### src/rtl/slot_frame_capture_pkg.sv
// Shared types and helpers for the slot frame capture block.
// Contents: FSM state enum sfc_state_t and slots_last() which returns the
// index of the final slot in a frame for a given voices/envelopes geometry.
package slot_frame_pkg;

   typedef enum logic {
      HUNT   = 1'b0,
      LOCKED = 1'b1
   } sfc_state_t;

   // Index of the last slot in a frame (slots are numbered 0..voices*envs-1).
   function automatic int slots_last(input int voices, input int envs);
      return voices * envs - 1;
   endfunction

endpackage

### src/rtl/slot_frame_capture_if.sv
// Bundle of the slot stream, host read port and status signals.
// Ports: stream in (xxxx, xxxx_zero, slot_data), control (err_clr),
// read port (rd_req, rd_addr -> rd_data, rd_ack), status (locked, seq_err,
// frame_ready, frame_cnt). master = stream/host side, slave = capture block.
interface slot_frame_capture_if #(
   parameter int IW        = 6,
   parameter int D_WIDTH   = 24,
   parameter int CNT_WIDTH = 16
);
   logic [IW-1:0]        xxxx;
   logic                 xxxx_zero;
   logic [D_WIDTH-1:0]   slot_data;
   logic                 err_clr;
   logic                 rd_req;
   logic [IW-1:0]        rd_addr;
   logic [D_WIDTH-1:0]   rd_data;
   logic                 rd_ack;
   logic                 locked;
   logic                 seq_err;
   logic                 frame_ready;
   logic [CNT_WIDTH-1:0] frame_cnt;

   modport master (
      output xxxx, xxxx_zero, slot_data, err_clr, rd_req, rd_addr,
      input  rd_data, rd_ack, locked, seq_err, frame_ready, frame_cnt
   );

   modport slave (
      input  xxxx, xxxx_zero, slot_data, err_clr, rd_req, rd_addr,
      output rd_data, rd_ack, locked, seq_err, frame_ready, frame_cnt
   );
endinterface

### src/rtl/slot_frame_capture_dpram.sv
// Simple dual-port RAM holding two frame banks (bank is the address MSB).
// Ports: clk/rst, write port (we, waddr, wdata), registered read port
// (re, raddr, rzero -> rdata); rzero forces the captured word to 0.
module slot_dpram #(
   parameter int AW = 6,
   parameter int DW = 24
) (
   input  logic          clk,
   input  logic          rst,
   input  logic          we,
   input  logic [AW:0]   waddr,
   input  logic [DW-1:0] wdata,
   input  logic          re,
   input  logic [AW:0]   raddr,
   input  logic          rzero,
   output logic [DW-1:0] rdata
);

   localparam int DEPTH = 2 * (2 ** AW);

   // Storage is deliberately not reset.
   logic [DW-1:0] mem [0:DEPTH-1];

   always_ff @(posedge clk) begin
      if (we) begin
         mem[waddr] <= wdata;
      end
   end

   // Read register holds its value between requests; reset gives a clean 0.
   always_ff @(posedge clk or posedge rst) begin
      if (rst) begin
         rdata <= '0;
      end else if (re) begin
         rdata <= rzero ? '0 : mem[raddr];
      end
   end

endmodule

### src/rtl/slot_frame_capture.sv
// Receive-side slot tracker: locks onto the slot index / frame marker stream,
// checks it is gap-free and captures one word per slot into a double-buffered
// frame store; completed frames are read via a 1-cycle request/ack port.
// Ports: sCLK_XVXENVS clock, reset_reg async active-high reset, bus (slave).
module slot_frame_capture
   import slot_frame_pkg::*;
#(
   parameter int VOICES    = 8,
   parameter int V_ENVS    = 8,
   parameter int V_WIDTH   = 3,
   parameter int E_WIDTH   = 3,
   parameter int D_WIDTH   = 24,
   parameter int CNT_WIDTH = 16
) (
   input  logic                  sCLK_XVXENVS,
   input  logic                  reset_reg,
   slot_frame_capture_if.slave   bus
);

   localparam int IW   = V_WIDTH + E_WIDTH;
   localparam int LAST = slots_last(VOICES, V_ENVS);
   localparam logic [IW-1:0] LAST_IDX = LAST[IW-1:0];

   sfc_state_t           state;
   logic [IW-1:0]        exp_idx;
   logic                 bank_sel;
   logic                 locked;
   logic                 seq_err;
   logic                 frame_ready;
   logic [CNT_WIDTH-1:0] frame_cnt;
   logic                 rd_ack;

   logic                 is_last;
   logic                 seq_fault;
   logic                 wr_en;
   logic                 rd_oob;
   logic [D_WIDTH-1:0]   ram_q;

   // Sample classification. The marker must coincide with LAST exactly, so a
   // marker on any other slot or a LAST without the marker are both faults.
   always_comb begin
      is_last   = (bus.xxxx == LAST_IDX);
      seq_fault = 1'b0;
      if (state == LOCKED) begin
         seq_fault = (bus.xxxx != exp_idx) || (bus.xxxx_zero != is_last);
      end
      wr_en  = (state == LOCKED) && !seq_fault;
      rd_oob = int'(bus.rd_addr) > LAST;
   end

   always_ff @(posedge sCLK_XVXENVS or posedge reset_reg) begin
      if (reset_reg) begin
         state       <= HUNT;
         exp_idx     <= '0;
         bank_sel    <= 1'b0;
         locked      <= 1'b0;
         seq_err     <= 1'b0;
         frame_ready <= 1'b0;
         frame_cnt   <= '0;
         rd_ack      <= 1'b0;
      end else begin
         frame_ready <= 1'b0;
         rd_ack      <= bus.rd_req;

         // A new fault beats a simultaneous clear.
         if (seq_fault) begin
            seq_err <= 1'b1;
         end else if (bus.err_clr) begin
            seq_err <= 1'b0;
         end

         case (state)
            HUNT: begin
               if (is_last && bus.xxxx_zero) begin
                  state   <= LOCKED;
                  exp_idx <= '0;
                  locked  <= 1'b1;
               end
            end
            LOCKED: begin
               if (seq_fault) begin
                  // Partial frame is abandoned: no swap, read bank untouched.
                  state  <= HUNT;
                  locked <= 1'b0;
               end else if (is_last) begin
                  // Frame end: the bank just filled becomes the read bank.
                  exp_idx     <= '0;
                  bank_sel    <= ~bank_sel;
                  frame_cnt   <= frame_cnt + 1'b1;
                  frame_ready <= 1'b1;
               end else begin
                  exp_idx <= exp_idx + 1'b1;
               end
            end
            default: begin
               state  <= HUNT;
               locked <= 1'b0;
            end
         endcase
      end
   end

   // Writes go to the bank not currently exposed to the host. Reads use the
   // pre-edge bank_sel, so a read coinciding with a swap sees the old frame.
   slot_dpram #(
      .AW (IW),
      .DW (D_WIDTH)
   ) u_ram (
      .clk   (sCLK_XVXENVS),
      .rst   (reset_reg),
      .we    (wr_en),
      .waddr ({~bank_sel, bus.xxxx}),
      .wdata (bus.slot_data),
      .re    (bus.rd_req),
      .raddr ({bank_sel, bus.rd_addr}),
      .rzero (rd_oob),
      .rdata (ram_q)
   );

   assign bus.rd_data     = ram_q;
   assign bus.rd_ack      = rd_ack;
   assign bus.locked      = locked;
   assign bus.seq_err     = seq_err;
   assign bus.frame_ready = frame_ready;
   assign bus.frame_cnt   = frame_cnt;

endmodule

### src/flat_wrapper.sv
// flat-port wrapper written by rule: the top's interface ports become plain ports
module slot_frame_capture_flat import slot_frame_pkg::*;
#(
   parameter int VOICES    = 8,
   parameter int V_ENVS    = 8,
   parameter int V_WIDTH   = 3,
   parameter int E_WIDTH   = 3,
   parameter int D_WIDTH   = 24,
   parameter int CNT_WIDTH = 16
)
  (sCLK_XVXENVS, reset_reg, bus_xxxx, bus_xxxx_zero, bus_slot_data, bus_err_clr, bus_rd_req, bus_rd_addr, bus_rd_data, bus_rd_ack, bus_locked, bus_seq_err, bus_frame_ready, bus_frame_cnt);
  slot_frame_capture_if #(.D_WIDTH(D_WIDTH), .CNT_WIDTH(CNT_WIDTH)) bus_i ();
  input  logic sCLK_XVXENVS;
  input  logic reset_reg;
  input wire logic [$bits(bus_i.xxxx)-1:0] bus_xxxx;
  input wire logic [$bits(bus_i.xxxx_zero)-1:0] bus_xxxx_zero;
  input wire logic [$bits(bus_i.slot_data)-1:0] bus_slot_data;
  input wire logic [$bits(bus_i.err_clr)-1:0] bus_err_clr;
  input wire logic [$bits(bus_i.rd_req)-1:0] bus_rd_req;
  input wire logic [$bits(bus_i.rd_addr)-1:0] bus_rd_addr;
  output wire logic [$bits(bus_i.rd_data)-1:0] bus_rd_data;
  output wire logic [$bits(bus_i.rd_ack)-1:0] bus_rd_ack;
  output wire logic [$bits(bus_i.locked)-1:0] bus_locked;
  output wire logic [$bits(bus_i.seq_err)-1:0] bus_seq_err;
  output wire logic [$bits(bus_i.frame_ready)-1:0] bus_frame_ready;
  output wire logic [$bits(bus_i.frame_cnt)-1:0] bus_frame_cnt;
  assign bus_i.xxxx = bus_xxxx;
  assign bus_i.xxxx_zero = bus_xxxx_zero;
  assign bus_i.slot_data = bus_slot_data;
  assign bus_i.err_clr = bus_err_clr;
  assign bus_i.rd_req = bus_rd_req;
  assign bus_i.rd_addr = bus_rd_addr;
  assign bus_rd_data = bus_i.rd_data;
  assign bus_rd_ack = bus_i.rd_ack;
  assign bus_locked = bus_i.locked;
  assign bus_seq_err = bus_i.seq_err;
  assign bus_frame_ready = bus_i.frame_ready;
  assign bus_frame_cnt = bus_i.frame_cnt;
  slot_frame_capture #(.VOICES(VOICES), .V_ENVS(V_ENVS), .V_WIDTH(V_WIDTH), .E_WIDTH(E_WIDTH), .D_WIDTH(D_WIDTH), .CNT_WIDTH(CNT_WIDTH)) u_core (.sCLK_XVXENVS(sCLK_XVXENVS), .reset_reg(reset_reg), .bus(bus_i));
endmodule
### config.mk
export PLATFORM = sky130hd
export DESIGN_NAME = slot_frame_capture_flat
export DESIGN_NICKNAME = d
export VERILOG_FILES = /design/src/rtl/slot_frame_capture_pkg.sv /design/src/rtl/slot_frame_capture_if.sv /design/src/rtl/slot_frame_capture_dpram.sv /design/src/rtl/slot_frame_capture.sv /design/src/flat_wrapper.sv
export SDC_FILE = /design/constraint.sdc
export NUM_CORES = 2
export LEC_CHECK = 0
export BUFFER_PORTS_ARGS = -buffer_cell sky130_fd_sc_hd__clkbuf_2
export CAP_MARGIN = 40
export CORE_MARGIN = 2
export CORE_UTILIZATION = 39
export CTS_CLUSTER_SIZE = 24
export DETAILED_ROUTE_END_ITERATION = 10
export GPL_TIMING_DRIVEN = 0
export MAX_ROUTING_LAYER = met4
export PLACE_DENSITY = 0.63
export SETUP_SLACK_MARGIN = 0.3
export SYNTH_ARGS = -nofsm -noshare
export SYNTH_HDL_FRONTEND = slang
export SYNTH_SLANG_ARGS = --single-unit
### constraint.sdc
create_clock -name sCLK_XVXENVS -period 5 [get_ports sCLK_XVXENVS]
set_input_delay 0.5 -clock sCLK_XVXENVS [delete_from_list [all_inputs] [get_ports sCLK_XVXENVS]]
set_output_delay 0.5 -clock sCLK_XVXENVS [all_outputs]
set_load 0.01 [all_outputs]
### Yosys cells after proc, flatten, opt, wreduce, memory -nomap -nowiden

Memories as Yosys holds them, arrays and structs flattened. A register that Yosys moved wholly into a read port is not among the register bits.
Cells that the tools add are included.

| cells by class | value |
|---|---|
| add/subtract/negate cells | 2 |
| eq/ne operators | 6 |
| multiplexer cells | 18 |
| bitwise gates (word level) | 3 |
| reductions and logical operators | 8 |

Operators with widths:

| cell | number |
|---|---|
| 6-bit 2-to-1 mux | 3 |
| 16-bit by 1-bit adder with 16-bit output, second input constant | 1 |
| 1-bit 2-to-1 mux | 12 |
| 6-bit case mux with 2 select lines | 1 |
| 6-bit by 1-bit adder with 6-bit output, second input constant | 1 |
| 6-bit == test, second input constant | 1 |
| 6-bit inequality test | 1 |
| 2-bit inequality test, second input constant | 2 |
| 1-bit case mux with 2 select lines | 2 |
| 2-bit AND reduction | 2 |
| 1-bit NOT | 3 |
| 3-bit AND reduction | 1 |
| 1-bit logical AND | 2 |
| 2-bit by 1-bit inequality test with 1-bit output, second input constant | 1 |
| 2-bit nonzero test | 1 |
| 1-bit zero test | 1 |
| 1-bit logical OR | 1 |
| 1-bit inequality test | 1 |

| storage, ports and cells | value |
|---|---|
| flip-flop bits (word level) | 28 |
| memory bits (writable) | 3072 |
| bits of input ports | 41 |
| memories kept | 1 |

Memories:

| memory | depth | width | read ports | clocked after Yosys merged registers in | wr ports | RTL line | text |
|---|---|---|---|---|---|---|---|
| u_core.u_ram.mem | 128 | 24 | 1 | 1 | 1 | slot_frame_capture_dpram.sv:22 | `logic [DW-1:0] mem [0:DEPTH-1];` |

### Longest topological paths before layout

| logic depth | value |
|---|---|
| word-level depth | 8 |
| gate-level depth with buffers | 12 |
| mapped depth without buffers | 10 |

### Hierarchy

From an unflattened synthesis, not the netlist that was laid out.

| second synthesis, totals | value |
|---|---|
| cells, all modules | 5391 |
| area, all modules | 119464.6 um^2 |

Modules (own cells, without submodules):

| module | instances | cells an instance | area an instance (um^2) |
|---|---|---|---|
| slot_dpram | 1 | 5247 | 117984.4 |
| slot_frame_capture | 1 | 144 | 1480.2 |

### Worst setup path before layout

No wires, ideal clock.

| timing path | value |
|---|---|
| path type | input to register |
| start point | input bus_xxxx[1] |
| end point | memory u_core.u_ram.mem[48][0] (enable) |
| setup time | 0.405 ns |
| arrival time | 3.543 ns |
| data required time | 4.595 ns |
| slack | 1.052 ns |
| stages | 10 |
| path through | buf_2 nand3_2 or2_1 inv_1 ha_1 nor4_2 nand3_1 nor3_1 nand3_1 nor2_1 |

| between the ends | value |
|---|---|
| cells in the longest elaborated chain, start to end | 8 |
| elaborated cells on any way between the ends | 9 |
| those cells by class | 3 x eq/ne; 3 x mux; 3 x reduce/logical |

RTL lines:

| what | RTL line | text |
|---|---|---|
| from (decl) | flat_wrapper.sv:15 | `input wire logic [$bits(bus_i.xxxx)-1:0] bus_xxxx;` |
| 6-bit == test | slot_frame_capture.sv:42 | `is_last = (bus.xxxx == LAST_IDX);` |
| 1-bit inequality test | slot_frame_capture.sv:45 | `seq_fault = (bus.xxxx != exp_idx) \|\| (bus.xxxx_zero != is_last);` |
| 1-bit logical OR | slot_frame_capture.sv:45 |  |
| 1-bit 2-to-1 mux | slot_frame_capture.sv:44 | `if (state == LOCKED) begin` |
| 1-bit zero test | slot_frame_capture.sv:47 | `wr_en = (state == LOCKED) && !seq_fault;` |
| 1-bit logical AND | slot_frame_capture.sv:47 |  |
| 1-bit 2-to-1 mux | slot_frame_capture_dpram.sv:25 | `if (we) begin` |
| 1-bit 2-to-1 mux (not written as such) | slot_frame_capture_dpram.sv:26 | `mem[waddr] <= wdata;` |
| to (decl) | slot_frame_capture_dpram.sv:22 |  |

Parallel ways exist; a longest one is shown, timed or not.

==> flow_summary.json <==
{
  "finalWirelength_mm": 494,
  "die_w_um": 559,
  "crit_slowest_cell": "a311oi_1",
  "r2r_slack_ns": 0.90,
  "clkPwrFrac_pct": 42.5,
  "drive_gt1_share_pct": 29.5,
  "die_y_um": 559,
  "start_util_pct": 39.3,
  "hold_viol": 0,
  "yosysTopAreaCell": "edfxtp_1",
  "synth-seq-cells": 3124,
  "antenna_found_initial": 56,
  "grt_overflow": 0,
  "seqPwrFrac_pct": 50.7,
  "synthCells": 5554,
  "hold_path_startpoint": "bus_slot_data[7]",
  "area_growth_pct": 18.8,
  "switching_power_mw": 13.2,
  "cts_buffers": 337,
  "dr.first_iter.drc_count": 14800,
  "crit_fanout": 12,
  "core-area_um2": 306000,
  "r2r_end": "u_core.u_ram.mem[85][20]",
  "first_pass_iters": 9,
  "clk_pin_slew_ns": 0.06,
  "synth_edf_count": 3072,
  "start_kind": "primary input",
  "min_period_ns": 4.67,
  "yosysSeqAreaShare_pct": 77.8,
  "multi_input_area_um2": 25700,
  "critPathCaptureType": "register",
  "postCtsSetupRepairBufs": 0,
  "max-cap-violations": 0,
  "drv_slew": 0,
  "ir_worst_vdd_mv": 0.273,
  "setup_ws_ns": 0.333,
  "gp_congestion": 1.06,
  "fmax_mhz": 214,
  "clock_latency_ns": 1.04,
  "grt_pass1_wl_mm": 633,
  "wire_per_inst_um": 46.4,
  "reg2reg_depth": 8,
  "slowest_delay_ns": 0.85,
  "critPathKind": "primary input to register",
  "crit_chain": "clkbuf_2 -> buf_2 -> clkinv_1 -> buf_2 -> clkbuf_2 -> mux2i_1 -> a311oi_1 -> nand3_1 -> o221ai_1",
  "tightestPinTransition_ns": 1.14,
  "regArea_um2": 93500,
  "hold_path_end": "u_core.u_ram.mem[16][7]",
  "drcViolationCount": 3,
  "power.leakage_nw": 45.3,
  "rsz0062_at_grt": "false",
  "whs_path_depth": 2,
  "synth_nets": 5598,
  "relSlewSlack_pct": 24.2,
  "fin_nets": 6297,
  "ctsHoldBuffers": 11,
  "die_area_um2": 313000,
  "violations": "DRC",
  "p_int_mw": 43.7,
  "holdWs_ns": 0.0201,
  "power.density_nw_per_um2": 398,
  "syn_avg_cell_area_um2": 21.6,
  "placed_cell_area_um2": 132000,
  "dp.final_hpwl_mm": 337,
  "final_util_pct": 46.6,
  "synth_cell_type_count": 77,
  "cts.sinks": 3124,
  "grt_pass1_vias": 64600,
  "yosys_warnings": 0,
  "avgViaCountPerCell": 6.54,
  "syn_area_um2": 120000,
  "num_rows": 203,
  "h-tree-depth": 5,
  "num_vias": 69700,
  "r2r_start": "u_core.exp_idx[3]",
  "arrival_ns": 5.52,
  "groute.usage.overall_pct": 31.9,
  "outcome": "complete, but fails checks",
  "synth-async-reset-ratio_pct": 1.66,
  "swShare_pct": 23.2,
  "cts_resized": 0,
  "pin_count": 85,
  "cp.required_ns": 5.85,
  "port_buffers": 76,
  "ys_top_cells_by_area": "edfxtp_1 77%, mux4_2 13%, mux2i_1 2.1%",
  "totalPowerFinal_mw": 56.9,
  "clockBufferDepth": 4,
  "worstHoldPathType": "primary input to register",
  "final_area_um2": 143000,
  "grt_max_degree": 129,
  "cts_tree": "done",
  "finalCritPeriodShare_pct": 93.3,
  "fill_cells": 25200,
  "comb_power_share_pct": 6.8,
  "finalClockSkew_ns": 0.111,
  "synth.top_cell.area_share_pct": 76.7,
  "detail-route-antenna-nets": 0,
  "cts_root_buf": "clkbuf_16",
  "dp_slack_ns": -0.388,
  "setup_viol": 0,
  "synth_ff_type": "edfxtp_1"
}
[power by group through the flow]
| stage | logic (mW) | clock network [mW] | registers [mW] |
|---|---|---|---|
| after floorplan | 1.34 | 0 | 29.4 |
| after global placement | 3.36 | 0 | 29.5 |
| after detailed placement | 3.62 | 0 | 29.4 |
| after CTS | 3.64 | 24.1 | 28.9 |
| after global routing | 3.75 | 25.1 | 28.8 |
| final | 3.84 | 24.2 | 28.9 |
[through the flow]
stage	setup TNS, ns	instances
finish	0	10700
global route	0	10600
CTS	0	10600
detailed placement	-59.83	9996
global placement	-4994.50	9730
floorplan	0	5554
[cells by family (layout without fill, tap and decap cells)]
group / after synthesis / after routing / synth area share [%]
adder cells (fa/ha/maj): 3 / 3 / 0.0312
other: 0 / 68 / 0
AND/OR/NAND/NOR: 611 / 611 / 2.33
XOR/XNOR: 22 / 22 / 0.160
buffers and inverters: 324 / 1262 / 1.62
flip-flops: 3124 / 3124 / 77.8
multiplexers: 966 / 966 / 15.2
AO/OA/AOI/OAI: 504 / 504 / 2.90
[worst max-delay path by stage]
stage / from / endpoint / slack (ns) / depth (start not counted)
2_1_floorplan: bus_xxxx[1] / u_core.u_ram.mem[48][0] / 1.05 / 10
3_3_place_gp: bus_xxxx[1] / u_core.u_ram.mem[119][10] / -2.33 / 10
3_5_place_dp: bus_rd_addr[3] / u_core.u_ram.rdata[11] / -0.39 / 9
4_1_cts: bus_rd_addr[3] / u_core.u_ram.rdata[11] / 0.66 / 9
5_1_grt: bus_xxxx[1] / u_core.u_ram.mem[72][17] / 0.65 / 12
6_report: bus_rd_addr[3] / u_core.u_ram.rdata[11] / 0.33 / 9
[layout make-up]
class                      count  share of cell area [%]
antenna                       68                   0.119
buffer                       303                    1.36
inverter                      21                  0.0569
clock buffer                 409                    6.20
multi-input combinational   2106                    18.0
timing repair buffer         360                    4.10
tap                         4100                    3.59
sequential                  3124                    65.5
clock inverter               169                    1.07
[flip-flops by register name, indices dropped and copies added, names as in the netlist]
register	flops
u_core.bank_sel	1
u_core.bus.frame_cnt	16
u_core.bus.frame_ready	1
u_core.bus.seq_err	1
u_core.u_ram.mem	3072
u_core.bus.rd_ack	1
u_core.bus.locked	1
u_core.exp_idx	6
u_core.state	1
u_core.u_ram.rdata	24
[worst max-delay path, delay by kind of cell]
family / cells / cell delay [ns]
AOI/OAI and AO/OA: 2 / 1.60
muxes: 1 / 0.29
buffers and inverters: 5 / 2.66
and+or+nand+nor: 1 / 0.41
[cells in the mapped netlist, types with 6 or more instances]
master	count
buf_1	30
buf_6	43
dfrtp_1	52
buf_4	49
a2111oi_0	11
a32oi_1	7
a221oi_1	12
o21ai_0	65
o211ai_1	12
and3_1	17
mux2i_1	250
mux4_2	680
mux2_2	36
nand2b_1	11
edfxtp_1	3072
o31ai_1	6
clkbuf_1	86
and2_1	20
buf_2	85
a211o_1	6
nor3_1	60
or3_1	9
xnor2_1	14
inv_1	15
nor4_1	7
a21oi_1	53
nand4_1	16
nand3_1	53
a22oi_1	74
a31oi_1	24
xor2_1	8
nand3b_1	7
a211oi_1	33
nand2_1	170
nor2_1	202
o221ai_1	53
nor2b_1	17
o22ai_1	105
[routing by layer]
| metal | global-route usage (%) | vias up | part of all wire, % | wire, um |
|---|---|---|---|---|
| met3 | 13.5 | 1448 | 16 | 78300 |
| met5 | - | - | 0 | 0 |
| li1 | - | 24900 | - | - |
| met4 | 22.1 | 0 | 8.5 | 42000 |
| met1 | 37.9 | 36800 | 33 | 165000 |
| met2 | 43.7 | 6551 | 42 | 209000 |
[cell usage in the layout, fill, tap and decap left out, types with 68 or more instances in the layout]
cell       count
clkbuf_1     108
nand2_1      170
buf_2        117
clkbuf_2      92
buf_12        93
a22oi_1       74
diode_2       68
clkbuf_16    341
mux2i_1      250
buf_4         69
nor2_4       128
buf_16        87
mux4_2       680
o22ai_1      105
edfxtp_1    3072
nor2_1        72
(Power assumes the default switching activity.)
